--- config.mk ---
export PLATFORM = sky130hd
export DESIGN_NAME = button_debouncer_flat
export DESIGN_NICKNAME = d
export VERILOG_FILES = /design/src/rtl/button_debouncer_pkg.sv /design/src/rtl/button_debouncer_if.sv /design/src/rtl/button_debouncer_sync.sv /design/src/rtl/button_debouncer.sv /design/src/flat_wrapper.sv
export SDC_FILE = /design/constraint.sdc
export NUM_CORES = 1
export LEC_CHECK = 0
export CORE_ASPECT_RATIO = 0.5
export CORE_UTILIZATION = 40
export DETAILED_ROUTE_END_ITERATION = 10
export SYNTH_ARGS = -nofsm -noshare
export SYNTH_HDL_FRONTEND = slang
export SYNTH_HIERARCHICAL = 1
export SYNTH_SLANG_ARGS = --single-unit
--- constraint.sdc ---
create_clock -name clk -period 2.5 [get_ports clk]
set_clock_uncertainty 0.2 [all_clocks]
set_input_delay 0.5 -clock clk [delete_from_list [all_inputs] [get_ports clk]]
set_output_delay 0.5 -clock clk [all_outputs]
set_load 0.02 [all_outputs]
--- src/rtl/button_debouncer_pkg.sv ---
`default_nettype none
// ============================================================================
// Module   : debounce_pkg
// Purpose  : Shared state encoding and clock constants for push-button debouncing.
// Revision : 1.0 - initial release
// ============================================================================
package debounce_pkg;

  typedef enum logic [1:0] {
    IDLE_LOW   = 2'd0,
    CHECK_HIGH = 2'd1,
    IDLE_HIGH  = 2'd2,
    CHECK_LOW  = 2'd3
  } state_t;

  localparam int CLK_HZ                = 50000000;
  localparam int DEFAULT_STABLE_CYCLES = 300000;

endpackage
`default_nettype wire

--- src/rtl/button_debouncer_if.sv ---
`default_nettype none
// ============================================================================
// Module   : button_debouncer_if
// Purpose  : Raw pad input and conditioned level/edge outputs of a debouncer.
// Revision : 1.0 - initial release
// ============================================================================
interface button_debouncer_if;

  logic btn_raw;
  logic btn_level;
  logic btn_rise;
  logic btn_fall;

  // master: pad/consumer side; slave: debouncer side
  modport master (output btn_raw, input btn_level, input btn_rise, input btn_fall);
  modport slave  (input btn_raw, output btn_level, output btn_rise, output btn_fall);

endinterface
`default_nettype wire

--- src/rtl/button_debouncer_sync.sv ---
`default_nettype none
// ============================================================================
// Module   : sync_ff
// Purpose  : Multi-flop synchroniser bringing an asynchronous pad into clk.
// Revision : 1.0 - initial release
// ============================================================================
module sync_ff #(
  parameter int STAGES = 2
) (
  input  wire logic clk,
  input  wire logic rst_n,
  input  wire logic d,
  output logic      q
);

  logic [STAGES-1:0] r_chain;

  always_ff @(posedge clk or negedge rst_n) begin
    if (!rst_n) begin
      r_chain <= '0;
    end else begin
      r_chain <= {r_chain[STAGES-2:0], d};
    end
  end

  assign q = r_chain[STAGES-1];

endmodule
`default_nettype wire

--- src/rtl/button_debouncer.sv ---
`default_nettype none
// ============================================================================
// Module   : button_debouncer
// Purpose  : Synchronise and debounce a push-button; clean level plus edge pulses.
// Revision : 1.0 - initial release
// ============================================================================
module button_debouncer
  import debounce_pkg::*;
#(
  parameter int SYNC_STAGES   = 2,
  parameter int STABLE_CYCLES = DEFAULT_STABLE_CYCLES
) (
  input  wire logic        clk,
  input  wire logic        rst_n,
  button_debouncer_if.slave bus
);

  localparam int CNT_W = $clog2(STABLE_CYCLES) + 1;
  localparam logic [CNT_W-1:0] c_CNT_LAST = CNT_W'(STABLE_CYCLES - 1);
  localparam logic [CNT_W-1:0] c_CNT_ONE  = CNT_W'(1);

  logic             w_s;
  state_t           r_state;
  logic [CNT_W-1:0] r_cnt;
  logic             r_level;
  logic             r_rise;
  logic             r_fall;

  sync_ff #(
    .STAGES (SYNC_STAGES)
  ) u_sync (
    .clk   (clk),
    .rst_n (rst_n),
    .d     (bus.btn_raw),
    .q     (w_s)
  );

  // Any disagreeing sample drops back to the idle state, so every bounce restarts the count.
  always_ff @(posedge clk or negedge rst_n) begin
    if (!rst_n) begin
      r_state <= IDLE_LOW;
      r_cnt   <= '0;
      r_level <= 1'b0;
      r_rise  <= 1'b0;
      r_fall  <= 1'b0;
    end else begin
      r_rise <= 1'b0;
      r_fall <= 1'b0;
      case (r_state)
        IDLE_LOW: begin
          if (w_s) begin
            r_state <= CHECK_HIGH;
            r_cnt   <= c_CNT_ONE;
          end else begin
            r_cnt   <= '0;
          end
        end
        CHECK_HIGH: begin
          if (!w_s) begin
            r_state <= IDLE_LOW;
            r_cnt   <= '0;
          end else if (r_cnt == c_CNT_LAST) begin
            r_state <= IDLE_HIGH;
            r_level <= 1'b1;
            r_rise  <= 1'b1;
            r_cnt   <= '0;
          end else begin
            r_cnt   <= r_cnt + c_CNT_ONE;
          end
        end
        IDLE_HIGH: begin
          if (!w_s) begin
            r_state <= CHECK_LOW;
            r_cnt   <= c_CNT_ONE;
          end else begin
            r_cnt   <= '0;
          end
        end
        CHECK_LOW: begin
          if (w_s) begin
            r_state <= IDLE_HIGH;
            r_cnt   <= '0;
          end else if (r_cnt == c_CNT_LAST) begin
            r_state <= IDLE_LOW;
            r_level <= 1'b0;
            r_fall  <= 1'b1;
            r_cnt   <= '0;
          end else begin
            r_cnt   <= r_cnt + c_CNT_ONE;
          end
        end
        default: begin
          r_state <= IDLE_LOW;
          r_cnt   <= '0;
        end
      endcase
    end
  end

  assign bus.btn_level = r_level;
  assign bus.btn_rise  = r_rise;
  assign bus.btn_fall  = r_fall;

endmodule
`default_nettype wire

--- src/flat_wrapper.sv ---
// flat-port wrapper written by rule: the top's interface ports become plain ports
module button_debouncer_flat import debounce_pkg::*;
#(
  parameter int SYNC_STAGES   = 2,
  parameter int STABLE_CYCLES = DEFAULT_STABLE_CYCLES
)
  (clk, rst_n, bus_btn_raw, bus_btn_level, bus_btn_rise, bus_btn_fall);
  button_debouncer_if bus_i ();
  input  wire logic clk;
  input  wire logic rst_n;
  input wire logic [$bits(bus_i.btn_raw)-1:0] bus_btn_raw;
  output wire logic [$bits(bus_i.btn_level)-1:0] bus_btn_level;
  output wire logic [$bits(bus_i.btn_rise)-1:0] bus_btn_rise;
  output wire logic [$bits(bus_i.btn_fall)-1:0] bus_btn_fall;
  assign bus_i.btn_raw = bus_btn_raw;
  assign bus_btn_level = bus_i.btn_level;
  assign bus_btn_rise = bus_i.btn_rise;
  assign bus_btn_fall = bus_i.btn_fall;
  button_debouncer #(.SYNC_STAGES(SYNC_STAGES), .STABLE_CYCLES(STABLE_CYCLES)) u_core (.clk(clk), .rst_n(rst_n), .bus(bus_i));
endmodule
==> results.py <==
metrics = {
    "synthesis": {
        "synthDominantCellAreaShare_pct": 53.52,
        "ys_seq_area_share_pct": 53.52,
        "synth_fp_nets": 128,
        "synthTopCellsByArea": "dfrtp_1, xnor2_1, nor2_1",
        "synth_cell_types": 27,
        "synth_common_cells": "dfrtp_1, nor2_1, xnor2_1",
        "synth.avg_cell_area_um2": 10.18,
        "synthFlopType": "dfrtp_1",
        "async_flop_share_pct": 100.0,
        "postSynthCellCount": 124,
        "synth_edf_count": 0,
        "syn_area_um2": 1262,
        "yosysTopAreaCell": "dfrtp_1",
        "yosysMostFrequentCell": "dfrtp_1",
        "ys_ff_latch": 27,
        "yosys_warnings": 6,
    },
    "timing": {
        "rsz0062_at_grt": "false",
        "worstMarginPinSlew_ps": 550.5,
        "setup_viol": 0,
        "fin_crit_sh_pct": 96.46,
        "final_max_slew_viol_count": 0,
        "final-hold-violation-count": 0,
        "relSlewSlack_pct": 62.96,
        "setup-tns-final_ps": 0,
        "post-route-min-period_ps": 2412,
        "timing.fmax_mhz": 414.7,
    },
    "power": {
        "internal-power_w": 0.0005681,
        "power_density_nw_per_um2": 495.8,
        "seq_power_share_pct": 61.3,
        "p_comb_share_pct": 4.5,
        "switching_share_pct": 21.73,
        "p_leak_nw": 0.5868,
        "p_switching_w": 0.0001577,
        "ir_drop_mv": 0.2433,
        "clockPowerShare_pct": 34.2,
    },
    "clock_network": {
        "cts_hold_buf": 0,
        "cts.sink_count": 27,
        "cts_root_buf": "clkbuf_8",
        "numCtsBuffers": 3,
        "clk-insertion-delay-late_ps": 270,
        "post_cts_buffers": 0,
        "htreeDepth": 1,
        "cts_tree": "built",
        "cts.path.max_buffers": 2,
        "ctsResizeCount": 0,
        "path_clk_slew_ps": 90,
    },
    "critical_path": {
        "cp.arrival_ps": 2380,
        "r2r-start": "u_core/r_cnt[16]",
        "end_kind": "flop",
        "required_ps": 2470,
        "worstSetupPathType": "flop to flop",
        "worstSetupStartpointType": "flop",
        "path_max_fanout": 5,
        "timing.critical_path.from": "u_core/r_cnt[16]",
    },
    "global_route": {
        "track_usage_pct": 16.88,
        "grt_pass1_vias": 845,
        "grt_pass1_wl_um": 4215,
        "grt_overflow": 0,
        "grt_max_degree": 28,
        "antenna_found_initial": 0,
    },
    "cells_and_area": {
        "design_area_um2": 1464,
        "diodes": 0,
        "fin_util_pct": 52.63,
        "synthToLayoutAreaGrowth_pct": 15.96,
        "drive_gt1_share_pct": 10.07,
        "nets": 144,
        "fin_cells": 176,
    },
    "die": {
        "dieHeight_um": 41.73,
        "die_x_um": 81.45,
        "core-area_um2": 2781,
        "initial_core_util_pct": 45.39,
        "die_area_um2": 3399,
        "io_pins": 6,
        "num_rows": 13,
    },
    "route": {
        "route.met3.wl_um": 175,
        "met2_length_um": 1013,
        "via_count": 923,
        "route.detailed.drc": 0,
        "wl_met1_um": 1250,
        "ant_nets": 0,
        "wl_per_cell_um": 13.97,
        "viasPerCell": 5.244,
        "highest_layer": "met4",
        "drtIter0Drc": 69,
        "totalWireLength_um": 2459,
        "drt_first_pass_iters": 4,
    },
    "status": {
        "status": "complete, no violations",
    },
    "placed_design": {
        "dpl.hpwl_um": 1685,
        "dp_cells": 172,
        "place_congestion": 0.7848,
        "placed_cell_area_um2": 1419,
        "io_buffer_count": 5,
    },
    "job": {
        "maxCapViolations": 0,
    },
    "hold_path": {
        "hold_start": "u_core/u_sync/r_chain[0]",
        "worstHoldPathType": "flop to flop",
    },
}
==> path summary, 6_finish.rpt <==
path	to	slack (ps)	cells past startpoint
min in group asynchronous	u_core/r_cnt[0]	390	2
max in group asynchronous	u_core/r_cnt[9]	1450	2
worst max-delay path	u_core/bus.btn_level	90	4
worst max register to register	u_core/bus.btn_level	90	4
worst min-delay path	u_core/u_sync/r_chain[1]	160	0
worst min register to register	u_core/u_sync/r_chain[1]	160	0
==> kinds of logic after synthesis <==
| group | after synthesis | synth area share [%] |
|---|---|---|
| AOI/OAI and AO/OA | 12 | 7.037 |
| and+or+nand+nor | 60 | 24.88 |
| buffers and inverters | 8 | 2.478 |
| DFF | 27 | 53.52 |
| xor gates and xnor gates | 16 | 11.10 |
| adders and majority gates | 1 | 0.9909 |
==> worst max-delay path, cell delays in order (launching register included) <==
cell and delay, ps:
dfrtp_1 420, or4b_1 540, or4_4 570, or2_1 280, a211o_1 290
==> cell usage in the layout, fill, tap and decap left out, drive strengths merged, types with 5 or more instances in the layout <==
cell type      instances
dfrtp                 27
nor2                  22
inv                    7
xnor2                 13
nand4                  6
clkdlybuf4s50          5
nand3                  7
nor4                   6
buf                    7
nand2                  5
==> cell type report <==
class	instances	area (um2)
repair buffers	12	115.1
flip-flops and latches	27	675.6
fillers	261	1318
inverters	7	26.28
multi-input cells	89	555.5
well taps	37	46.29
clock buffers	4	45.04
==> layer usage <==
layer,vias up,global-route usage [%]
met5,-,0
met4,0,3.929
met3,4,6.374
met2,27,22.00
met1,429,25.62
li1,463,-
==> state kept, by name, indices dropped and copies added (netlist names), named ones only <==
register	count
u_core/r_cnt	20
u_core/u_sync/r_chain	2
u_core/bus.btn_fall	1
u_core/bus.btn_level	1
u_core/bus.btn_rise	1
u_core/r_state	1
==> power by group through the flow <==
stage	clock (W)	sequential (W)	combinational (W)
2_1_floorplan	0	0.000453	0.0000115
3_3_place_gp	0	0.000454	0.0000338
3_5_place_dp	0	0.000454	0.0000340
4_1_cts	0.000257	0.000445	0.0000342
5_1_grt	0.000272	0.000446	0.0000375
6_report	0.000248	0.000445	0.0000328
==> metrics by stage <==
| step | hold WS [ps] | setup WS (ps) | power (W) |
|---|---|---|---|
| CTS | 162.6 | 81.27 | 0.0007364 |
| global placement | 132.5 | 148.6 | 0.0004875 |
| floorplan | 4.409 | 187.3 | 0.0004649 |
| finish | 159.6 | 88.41 | 0.0007259 |
| global route | 175.1 | 27.56 | 0.0007553 |
| detailed placement | 141.0 | 92.81 | 0.0004876 |
Power figures use the tool's default switching activity.
